--- config.mk ---
export PLATFORM = sky130hd
export DESIGN_NAME = scsi_target_link
export DESIGN_NICKNAME = d
export VERILOG_FILES = /design/src/rtl/scsi_pkg.sv /design/src/rtl/scsi_target_link.sv
export SDC_FILE = /design/constraint.sdc
export NUM_CORES = 1
export LEC_CHECK = 0
export CAP_MARGIN = 10
export CORE_ASPECT_RATIO = 0.5
export CORE_MARGIN = 3
export CORE_UTILIZATION = 50
export DETAILED_ROUTE_END_ITERATION = 8
export MAX_ROUTING_LAYER = met4
export PLACE_DENSITY_LB_ADDON = 0.08
export SLEW_MARGIN = 10
export SYNTH_ARGS = -nofsm -noshare
export SYNTH_HDL_FRONTEND = slang
export SYNTH_SLANG_ARGS = --single-unit
--- constraint.sdc ---
create_clock -name CLK -period 2.7 [get_ports CLK]
set_input_delay 0.675 -clock CLK [delete_from_list [all_inputs] [get_ports CLK]]
set_output_delay 0.675 -clock CLK [all_outputs]
set_load 0.01 [all_outputs]
--- src/rtl/scsi_pkg.sv ---
// rtl/scsi_pkg.sv - shared types for the SCSI target link
// Purpose: bus phase encoding {MSG,CD,IO} and target link FSM states.
package scsi_pkg;

    typedef enum logic [2:0] {
        DATA_OUT = 3'b000,
        DATA_IN  = 3'b001,
        CMD      = 3'b010,
        STATUS   = 3'b011,
        MSG_OUT  = 3'b110,
        MSG_IN   = 3'b111
    } phase_t;

    typedef enum logic [2:0] {
        IDLE     = 3'd0,
        SEL_WAIT = 3'd1,
        SEL_HOLD = 3'd2,
        READY    = 3'd3,
        SETTLE   = 3'd4,
        REQ_ON   = 3'd5,
        REQ_OFF  = 3'd6
    } state_t;

endpackage

--- src/rtl/scsi_target_link.sv ---
// rtl/scsi_target_link.sv - SCSI target bus engine (selection, phases, REQ/ACK bytes)
// Purpose: answers selection, owns BSY and the phase lines, runs the target side of
//  the REQ/ACK handshake and exposes a TX/RX byte stream to the drive sequencer.
// Ports:
//  CLK, RESn (async active-low), CE (clock enable)
//  SCSI_DI/SCSI_DO/SCSI_DOE            data bus in/out/drive-enable
//  SCSI_SELn/ATNn/ACKn/RSTn            initiator controls (active-low)
//  SCSI_BSYn/REQn/MSGn/CDn/IOn         target controls (active-low)
//  PH_SEL/PH_GO, REL                   phase request, bus release
//  TX_DATA/TX_VALID/TX_READY           bytes to initiator
//  RX_DATA/RX_VALID                    bytes from initiator
//  SELECTED, ATN, RST_DET              status
module scsi_target_link
    import scsi_pkg::*;
#(
    parameter int TARGET_ID  = 6,
    parameter int SETTLE_CYC = 4,
    parameter int SEL_DLY    = 2
) (
    input  logic       CLK,
    input  logic       RESn,
    input  logic       CE,
    input  logic [7:0] SCSI_DI,
    output logic [7:0] SCSI_DO,
    output logic       SCSI_DOE,
    input  logic       SCSI_SELn,
    input  logic       SCSI_ATNn,
    input  logic       SCSI_ACKn,
    input  logic       SCSI_RSTn,
    output logic       SCSI_BSYn,
    output logic       SCSI_REQn,
    output logic       SCSI_MSGn,
    output logic       SCSI_CDn,
    output logic       SCSI_IOn,
    input  logic [2:0] PH_SEL,
    input  logic       PH_GO,
    input  logic       REL,
    input  logic [7:0] TX_DATA,
    input  logic       TX_VALID,
    output logic       TX_READY,
    output logic [7:0] RX_DATA,
    output logic       RX_VALID,
    output logic       SELECTED,
    output logic       ATN,
    output logic       RST_DET
);

    localparam int MAXC = (SETTLE_CYC > SEL_DLY) ? SETTLE_CYC : SEL_DLY;
    localparam int CW   = $clog2(MAXC + 1);

    state_t        state_q, state_d;
    logic [CW-1:0] cnt_q, cnt_d;
    logic          bsy_n_q, bsy_n_d;
    logic          req_n_q, req_n_d;
    logic [2:0]    ph_q, ph_d;          // {MSG,CD,IO}, active-high
    logic [7:0]    do_q, do_d;
    logic [7:0]    rx_data_q, rx_data_d;
    logic          rx_valid_q, rx_valid_d;
    logic          sel_q, sel_d;
    logic          rst_det_q, rst_det_d;
    logic          rst_hold_q, rst_hold_d;   // bus reset already reported
    logic          rel_pend_q, rel_pend_d;
    logic          rx_act_q, rx_act_d;       // auto-request bytes in an IO=0 phase
    logic          byte_pend_q, byte_pend_d; // SETTLE leads to REQ, not back to READY
    logic          atn_s1_q, atn_s2_q;

    always_ff @(posedge CLK or negedge RESn) begin
        if (!RESn) begin
            state_q     <= IDLE;
            cnt_q       <= '0;
            bsy_n_q     <= 1'b1;
            req_n_q     <= 1'b1;
            ph_q        <= 3'b000;
            do_q        <= 8'h00;
            rx_data_q   <= 8'h00;
            rx_valid_q  <= 1'b0;
            sel_q       <= 1'b0;
            rst_det_q   <= 1'b0;
            rst_hold_q  <= 1'b0;
            rel_pend_q  <= 1'b0;
            rx_act_q    <= 1'b0;
            byte_pend_q <= 1'b0;
            atn_s1_q    <= 1'b0;
            atn_s2_q    <= 1'b0;
        end else if (CE) begin
            state_q     <= state_d;
            cnt_q       <= cnt_d;
            bsy_n_q     <= bsy_n_d;
            req_n_q     <= req_n_d;
            ph_q        <= ph_d;
            do_q        <= do_d;
            rx_data_q   <= rx_data_d;
            rx_valid_q  <= rx_valid_d;
            sel_q       <= sel_d;
            rst_det_q   <= rst_det_d;
            rst_hold_q  <= rst_hold_d;
            rel_pend_q  <= rel_pend_d;
            rx_act_q    <= rx_act_d;
            byte_pend_q <= byte_pend_d;
            atn_s1_q    <= ~SCSI_ATNn;
            atn_s2_q    <= atn_s1_q;
        end
    end

    always_comb begin
        state_d     = state_q;
        cnt_d       = cnt_q;
        bsy_n_d     = bsy_n_q;
        req_n_d     = req_n_q;
        ph_d        = ph_q;
        do_d        = do_q;
        rx_data_d   = rx_data_q;
        rx_valid_d  = 1'b0;
        sel_d       = sel_q;
        rst_det_d   = 1'b0;
        rst_hold_d  = 1'b0;
        rel_pend_d  = rel_pend_q;
        rx_act_d    = rx_act_q;
        byte_pend_d = byte_pend_q;

        if (!SCSI_RSTn) begin
            // Bus reset: drop everything, report once per reset assertion.
            state_d     = IDLE;
            cnt_d       = '0;
            bsy_n_d     = 1'b1;
            req_n_d     = 1'b1;
            ph_d        = 3'b000;
            do_d        = 8'h00;
            rx_data_d   = 8'h00;
            sel_d       = 1'b0;
            rst_det_d   = ~rst_hold_q;
            rst_hold_d  = 1'b1;
            rel_pend_d  = 1'b0;
            rx_act_d    = 1'b0;
            byte_pend_d = 1'b0;
        end else begin
            if (REL && state_q != READY && state_q != IDLE) begin
                rel_pend_d = 1'b1;
            end
            unique case (state_q)
                IDLE: begin
                    if (!SCSI_SELn && bsy_n_q && SCSI_DI[TARGET_ID]) begin
                        state_d = SEL_WAIT;
                        cnt_d   = CW'(SEL_DLY - 1);
                    end
                end
                SEL_WAIT: begin
                    if (SCSI_SELn || !SCSI_DI[TARGET_ID]) begin
                        state_d = IDLE;
                    end else if (cnt_q == '0) begin
                        bsy_n_d = 1'b0;
                        state_d = SEL_HOLD;
                    end else begin
                        cnt_d = cnt_q - CW'(1);
                    end
                end
                SEL_HOLD: begin
                    if (SCSI_SELn) begin
                        sel_d   = 1'b1;
                        state_d = READY;
                    end
                end
                READY: begin
                    // Priority: release, then phase change, then data.
                    if (REL || rel_pend_q) begin
                        bsy_n_d     = 1'b1;
                        ph_d        = 3'b000;
                        sel_d       = 1'b0;
                        rel_pend_d  = 1'b0;
                        rx_act_d    = 1'b0;
                        byte_pend_d = 1'b0;
                        state_d     = IDLE;
                    end else if (PH_GO) begin
                        ph_d        = PH_SEL;
                        rx_act_d    = ~PH_SEL[0];
                        byte_pend_d = 1'b0;
                        cnt_d       = CW'(SETTLE_CYC - 1);
                        state_d     = SETTLE;
                    end else if (ph_q[0] && TX_VALID) begin
                        do_d        = TX_DATA;
                        byte_pend_d = 1'b1;
                        cnt_d       = CW'(SETTLE_CYC - 1);
                        state_d     = SETTLE;
                    end else if (!ph_q[0] && rx_act_q) begin
                        byte_pend_d = 1'b1;
                        cnt_d       = CW'(SETTLE_CYC - 1);
                        state_d     = SETTLE;
                    end
                end
                SETTLE: begin
                    if (cnt_q != '0) begin
                        cnt_d = cnt_q - CW'(1);
                    end else if (byte_pend_q) begin
                        req_n_d = 1'b0;
                        state_d = REQ_ON;
                    end else begin
                        state_d = READY;
                    end
                end
                REQ_ON: begin
                    if (!SCSI_ACKn) begin
                        if (!ph_q[0]) begin
                            rx_data_d  = SCSI_DI;
                            rx_valid_d = 1'b1;
                        end
                        req_n_d     = 1'b1;
                        byte_pend_d = 1'b0;
                        state_d     = REQ_OFF;
                    end
                end
                REQ_OFF: begin
                    if (SCSI_ACKn) begin
                        state_d = READY;
                    end
                end
                default: state_d = IDLE;
            endcase
        end
    end

    assign SCSI_DO   = do_q;
    assign SCSI_DOE  = ph_q[0];
    assign SCSI_BSYn = bsy_n_q;
    assign SCSI_REQn = req_n_q;
    assign SCSI_MSGn = ~ph_q[2];
    assign SCSI_CDn  = ~ph_q[1];
    assign SCSI_IOn  = ~ph_q[0];
    assign TX_READY  = (state_q == READY) && ph_q[0] && SCSI_RSTn &&
                       !REL && !rel_pend_q && !PH_GO;
    assign RX_DATA   = rx_data_q;
    assign RX_VALID  = rx_valid_q;
    assign SELECTED  = sel_q;
    assign ATN       = atn_s2_q;
    assign RST_DET   = rst_det_q;

endmodule
Word-level counts from Yosys, hierarchy flattened
Index checks and enable logic that the tools add are counted.
{"block": "word_totals", "word_cells": 161, "reg_bits": 36}
{"block": "classes", "n_addsub": 1, "n_bitwise": 6, "eq_ne": 35, "n_reduce_logical": 32, "n_mux": 71}
{"cell": "$mux 3", "n": 25}
{"cell": "$mux 8", "n": 9}
{"cell": "$ne 3x3->1 const B", "n": 12}
{"cell": "$mux 1", "n": 31}
{"cell": "$pmux 3 s7", "n": 1}
{"cell": "$reduce_and 8->1", "n": 2}
{"cell": "$ne 3x1->1 const B", "n": 5}
{"cell": "$reduce_and 5->1", "n": 3}
{"cell": "$pmux 3 s4", "n": 1}
{"cell": "$reduce_and 4->1", "n": 3}
{"cell": "$logic_and 1x1->1", "n": 11}
{"cell": "$eq 3x3->1 const B", "n": 3}
{"cell": "$ne 2x2->1 const B", "n": 4}
{"cell": "$pmux 1 s2", "n": 4}
{"cell": "$eq 3x2->1 const B", "n": 2}
{"cell": "$logic_not 1->1", "n": 6}
{"cell": "$logic_not 3->1", "n": 2}
{"cell": "$ne 2x1->1 const B", "n": 3}
{"cell": "$ne 6x6->1 const B", "n": 1}
{"cell": "$not 1->1", "n": 6}
{"cell": "$reduce_bool 3->1", "n": 2}
{"cell": "$ne 5x1->1 const B", "n": 1}
{"cell": "$ne 5x5->1 const B", "n": 1}
{"cell": "$ne 4x4->1 const B", "n": 1}
{"cell": "5 further kinds", "n": 6}

Longest topological paths before layout
{"block": "depth", "word_depth": 8, "ltp_mapped": 7}

Worst setup path after synthesis
Ideal clock, no wire load.
{"block": "synth_timing", "path_kind": "input -> output", "startpoint": "input port SCSI_RSTn", "endpoint": "output port TX_READY", "setup_slack_ns": 0.619, "t_arrival_ns": 1.406, "required_time_ns": 2.025, "path_buffers": 1, "stages": 3, "path_cell_list": "clkbuf_1 nand4_1 nor3_1"}
{"block": "synth_via", "elab_chain_cells": 4}
{"item": "from (decl)", "line": "scsi_target_link.sv:29", "source": "input logic SCSI_RSTn,"}
{"item": "$logic_and 1x1->1 (2 in a row)", "line": "scsi_target_link.sv:228", "source": "assign TX_READY = (state_q == READY) && ph_q[0] && SCSI_RSTn &&"}
{"item": "$logic_and 1x1->1 (2 in a row)", "line": "scsi_target_link.sv:229", "source": "!REL && !rel_pend_q && !PH_GO;"}
{"item": "to (decl)", "line": "scsi_target_link.sv:40", "source": "output logic TX_READY,"}
Every way passes these cells.

Worst setup path in the final report
{"block": "layout_timing", "startpoint": "input port REL", "endpoint": "output port TX_READY"}
{"block": "layout_via", "elab_chain_cells": 4}
{"item": "from (decl)", "line": "scsi_target_link.sv:37", "source": "input logic REL,"}
{"item": "$logic_not 1->1", "line": "scsi_target_link.sv:229"}
{"item": "$logic_and 1x1->1", "line": "scsi_target_link.sv:228"}
{"item": "$logic_and 1x1->1 (2 in a row)", "line": "scsi_target_link.sv:229"}
Every way passes these cells.

==> run_results.csv <==
group,metric,value,unit
clocking,numCtsBuffers,5,
global_routing,met2_usage,0.3531,
setup_path,crit_fanout,2,
setup_path,worstRegToRegCells,6,
placed_design,pre_cts_slack,-0.05313,ns
floorplanning,coreArea,3241,µm²
routing,drtIter0Drc,83,
setup_path,path_buf_inv,2,
placed_design,placed_cells,293,
sta,drv_slew,0,
floorplanning,start_util,0.5676,
power_and_ir_drop,pwr-share-clk,0.205,
setup_path,cp_slowest_cell,"clkdlybuf4s50_1",
floorplanning,core.rowCount,14,
yosys,synthFlopType,"dfrtp_1",
setup_path,critPathCapture,"TX_READY",
power_and_ir_drop,switching_share,0.3521,
setup_path,cp-start-kind,"input pin",
placed_design,place_congestion,0.9400,
sta,fin_ws,0.2225,ns
global_routing,grt_pass1_vias,1731,
clocking,clkTransAtPathRegs,0.08,ns
yosys,syn-num-nets,216,
sta,fin_hold_ws,0.4630,ns
sta,max_freq,0.4036,GHz
clocking,clk_latency,0.28,ns
global_routing,grt_max_degree,37,
yosys,syn-instance-count,185,
power_and_ir_drop,p_int,1.186,mW
finish,fin_area,2589,µm²
setup_path,crit_required,2.03,ns
power_and_ir_drop,p_seq_frac,0.391,
clocking,cts_hold_buf,0,
global_routing,grt_pass1_wl,8197,µm
clocking,clock_sinks,36,
setup_path,rr_endpoint,"state_q[2]",
global_routing,busiest_layer,"met2",
sta,setup_violations,0,
yosys,synthArstFlopShare,1.000,
sta,period_minus_slack,2.477,ns
finish,drive_gt1_frac,0.1146,
clocking,htree_num_levels,2,
sta,relSlewSlack,0.4815,
setup_path,regToRegSetupSlack,0.77,ns
floorplanning,fp.dieW,91.78,µm
floorplanning,io_pins,56,
global_routing,grt_util_met1,0.3095,
setup_path,slowest_delay,0.42,ns
setup_path,cp_top_family,"buffers and inverters",
finish,diodes,0,
yosys,synth_area_per_cell,9.942,µm²
power_and_ir_drop,powerDensity,707.0,nW/µm²
placed_design,place_area,2502,µm²
finish,nFillCells,225,
power_and_ir_drop,pwr-share-comb,0.404,
setup_path,crit_arrival,1.80,ns
routing,dr.pass1.iters,5,
floorplanning,die_h,48.89,µm
placed_design,hpwl,3504,µm
power_and_ir_drop,max-vdd-ir-drop,0.0003819,V
yosys,synth_edf_count,0,
yosys,synth_area,1839,µm²
yosys,synth-seq-cells,36,
yosys,yosys_warnings,0,
setup_path,path_class,"in2out",
status,status,"complete, no violations",
setup_path,r2r_start,"cnt_q[0]",
power_and_ir_drop,switchingPower,0.6444,mW
clocking,ctsResizeCount,1,
setup_path,path_cells,"clkdlybuf4s50_1 -> nor2_1 -> nand4_1 -> nor3_1 -> dlygate4sd2_1",
global_routing,grt_overflow,0,
yosys,synthDistinctLibCells,47,
global_routing,grt_util_all_layers,0.2363,
finish,fin_cells,301,
routing,drt-total-wl,4770,µm
routing,ant_nets,0,
routing,drc,0,
setup_path,worstSetupEndpointType,"output port",
run,drv_cap,0,
sta,grt_setup_unrepaired,"false",
global_routing,grtUsageMet3,0.07858,
sta,fin_worst_skew,0.008387,ns
finish,final_util,0.7988,
clocking,cts_root_buf,"clkbuf_8",
sta,period_share,0.9176,
power_and_ir_drop,p_leak,1.161,nW
min_path,hp-class,"reg2reg",
finish,final_nets,283,
global_routing,antenna_found_initial,0,
routing,post_drt_wl_per_cell,15.85,µm
finish,syn_to_final_growth,40.75,%
sta,final_hold_viol_count,0,
routing,vias,1718,
sta,finalSetupTns,0,ns
clocking,cts_tree,"yes",
floorplanning,die_area,4486,µm²
sta,worstMarginPinSlew,0.7777,ns
placed_design,place.port_buffers,55,
setup_path,startpoint,"REL",
clocking,post-cts-setup-buffer-count,0,
power_and_ir_drop,power.total,1.830,mW
clocking,max-clock-path-buffers,2,
setup_path,cp_num_cells,5,
yosys,yosysSeqAreaShare,0.4912,
routing,viasPerCell,5.708,
[per-layer routing]
layer,part of all wire,vias up
met5,0,-
met4,0.0086,0
met3,0.086,6
met2,0.45,79
met1,0.45,826
li1,-,807
[worst min-delay path by stage]
| stage | startpoint | to | slack (ns) | cells after the start |
|---|---|---|---|---|
| floorplan | RESn | ATN | 0.38 | 0 |
| global placement | rst_hold_q | RST_DET | 0.43 | 1 |
| detailed placement | rst_hold_q | RST_DET | 0.45 | 1 |
| CTS | rst_hold_q | RST_DET | 0.46 | 1 |
| global route | rst_hold_q | RST_DET | 0.50 | 1 |
| finish | rst_hold_q | RST_DET | 0.46 | 1 |
[worst register-to-register path: stages, from the launching register on]
cell,delay (ns)
dfrtp_1,0.38
inv_1,0.10
ha_1,0.14
nor2b_1,0.38
nor4b_1,0.11
a2111o_1,0.38
mux2_1,0.32
[cells by family after synthesis]
logic type      after synthesis  share of synthesized area
simple gates                 50                     0.1612
flops                        36                     0.4912
fa+ha+maj                     2                    0.01360
buf+inv                      28                    0.06258
compound gates               62                     0.2313
mux                           7                    0.04014
[layout make-up]
class | count | area (µm²) | area share
flip-flops and latches | 36 | 903.4 | 0.3490
inverters | 20 | 75.07 | 0.02900
multi-input cells | 121 | 820.8 | 0.3171
clock buffers | 5 | 68.82 | 0.02658
clock inverters | 3 | 18.77 | 0.007250
well taps | 48 | 60.06 | 0.02320
repair buffers | 68 | 641.9 | 0.2479
[flip-flops by register name, indices dropped and copies added, names as in the netlist]
signal and cells:
cnt_q 3, atn_s1_q 1, RST_DET 1, RX_DATA 8, rel_pend_q 1, ph_q 3
SCSI_DO 8, rx_act_q 1, state_q 3, SCSI_REQn 1, ATN 1, SELECTED 1
SCSI_BSYn 1, RX_VALID 1, byte_pend_q 1, rst_hold_q 1
[placed cells by master, fill, tap and decap left out, drive strengths merged, types with 3 or more instances in the layout]
cell           instances
nand2b                 3
a22o                  11
a41oi                  3
o21ai                 18
a211o                  4
nand2                 11
nor2                   3
buf                   14
inv                   20
a21oi                 11
dfrtp                 34
clkbuf                 5
mux2                   3
nand3                  9
clkdlybuf4s50         53
nor2b                  6
mux2i                  4
clkinv                 3
[Yosys cell counts (2+ instances only)]
master    count  share of area
a211o_1       4          0.019
a21o_1        2         0.0082
a21oi_1      11          0.030
a22o_1       11          0.052
a41oi_1       3          0.014
and4_1        2         0.0095
and4b_1       2          0.011
buf_2         2         0.0054
buf_4         2         0.0082
clkbuf_1      4         0.0082
dfrtp_1      34           0.46
dfstp_2       2          0.029
ha_1          2          0.014
inv_1        20          0.041
mux2_2        2          0.012
mux2i_1       4          0.022
nand2_1      11          0.022
nand2b_1      3          0.010
nand3_1       9          0.024
nand3b_1      2         0.0082
nor2_1        3         0.0061
nor2b_1       6          0.020
o21ai_0      18          0.049
o22ai_1       2         0.0068
or3_1         2         0.0068
[power by group through the flow]
stage	registers, mW	logic [mW]	clock network [mW]
finish	0.716	0.740	0.375
global route	0.729	0.815	0.419
CTS	0.716	0.738	0.388
detailed placement	0.724	0.735	0
global placement	0.720	0.714	0
floorplan	0.738	0.410	0
Power figures use the tool's default switching activity.
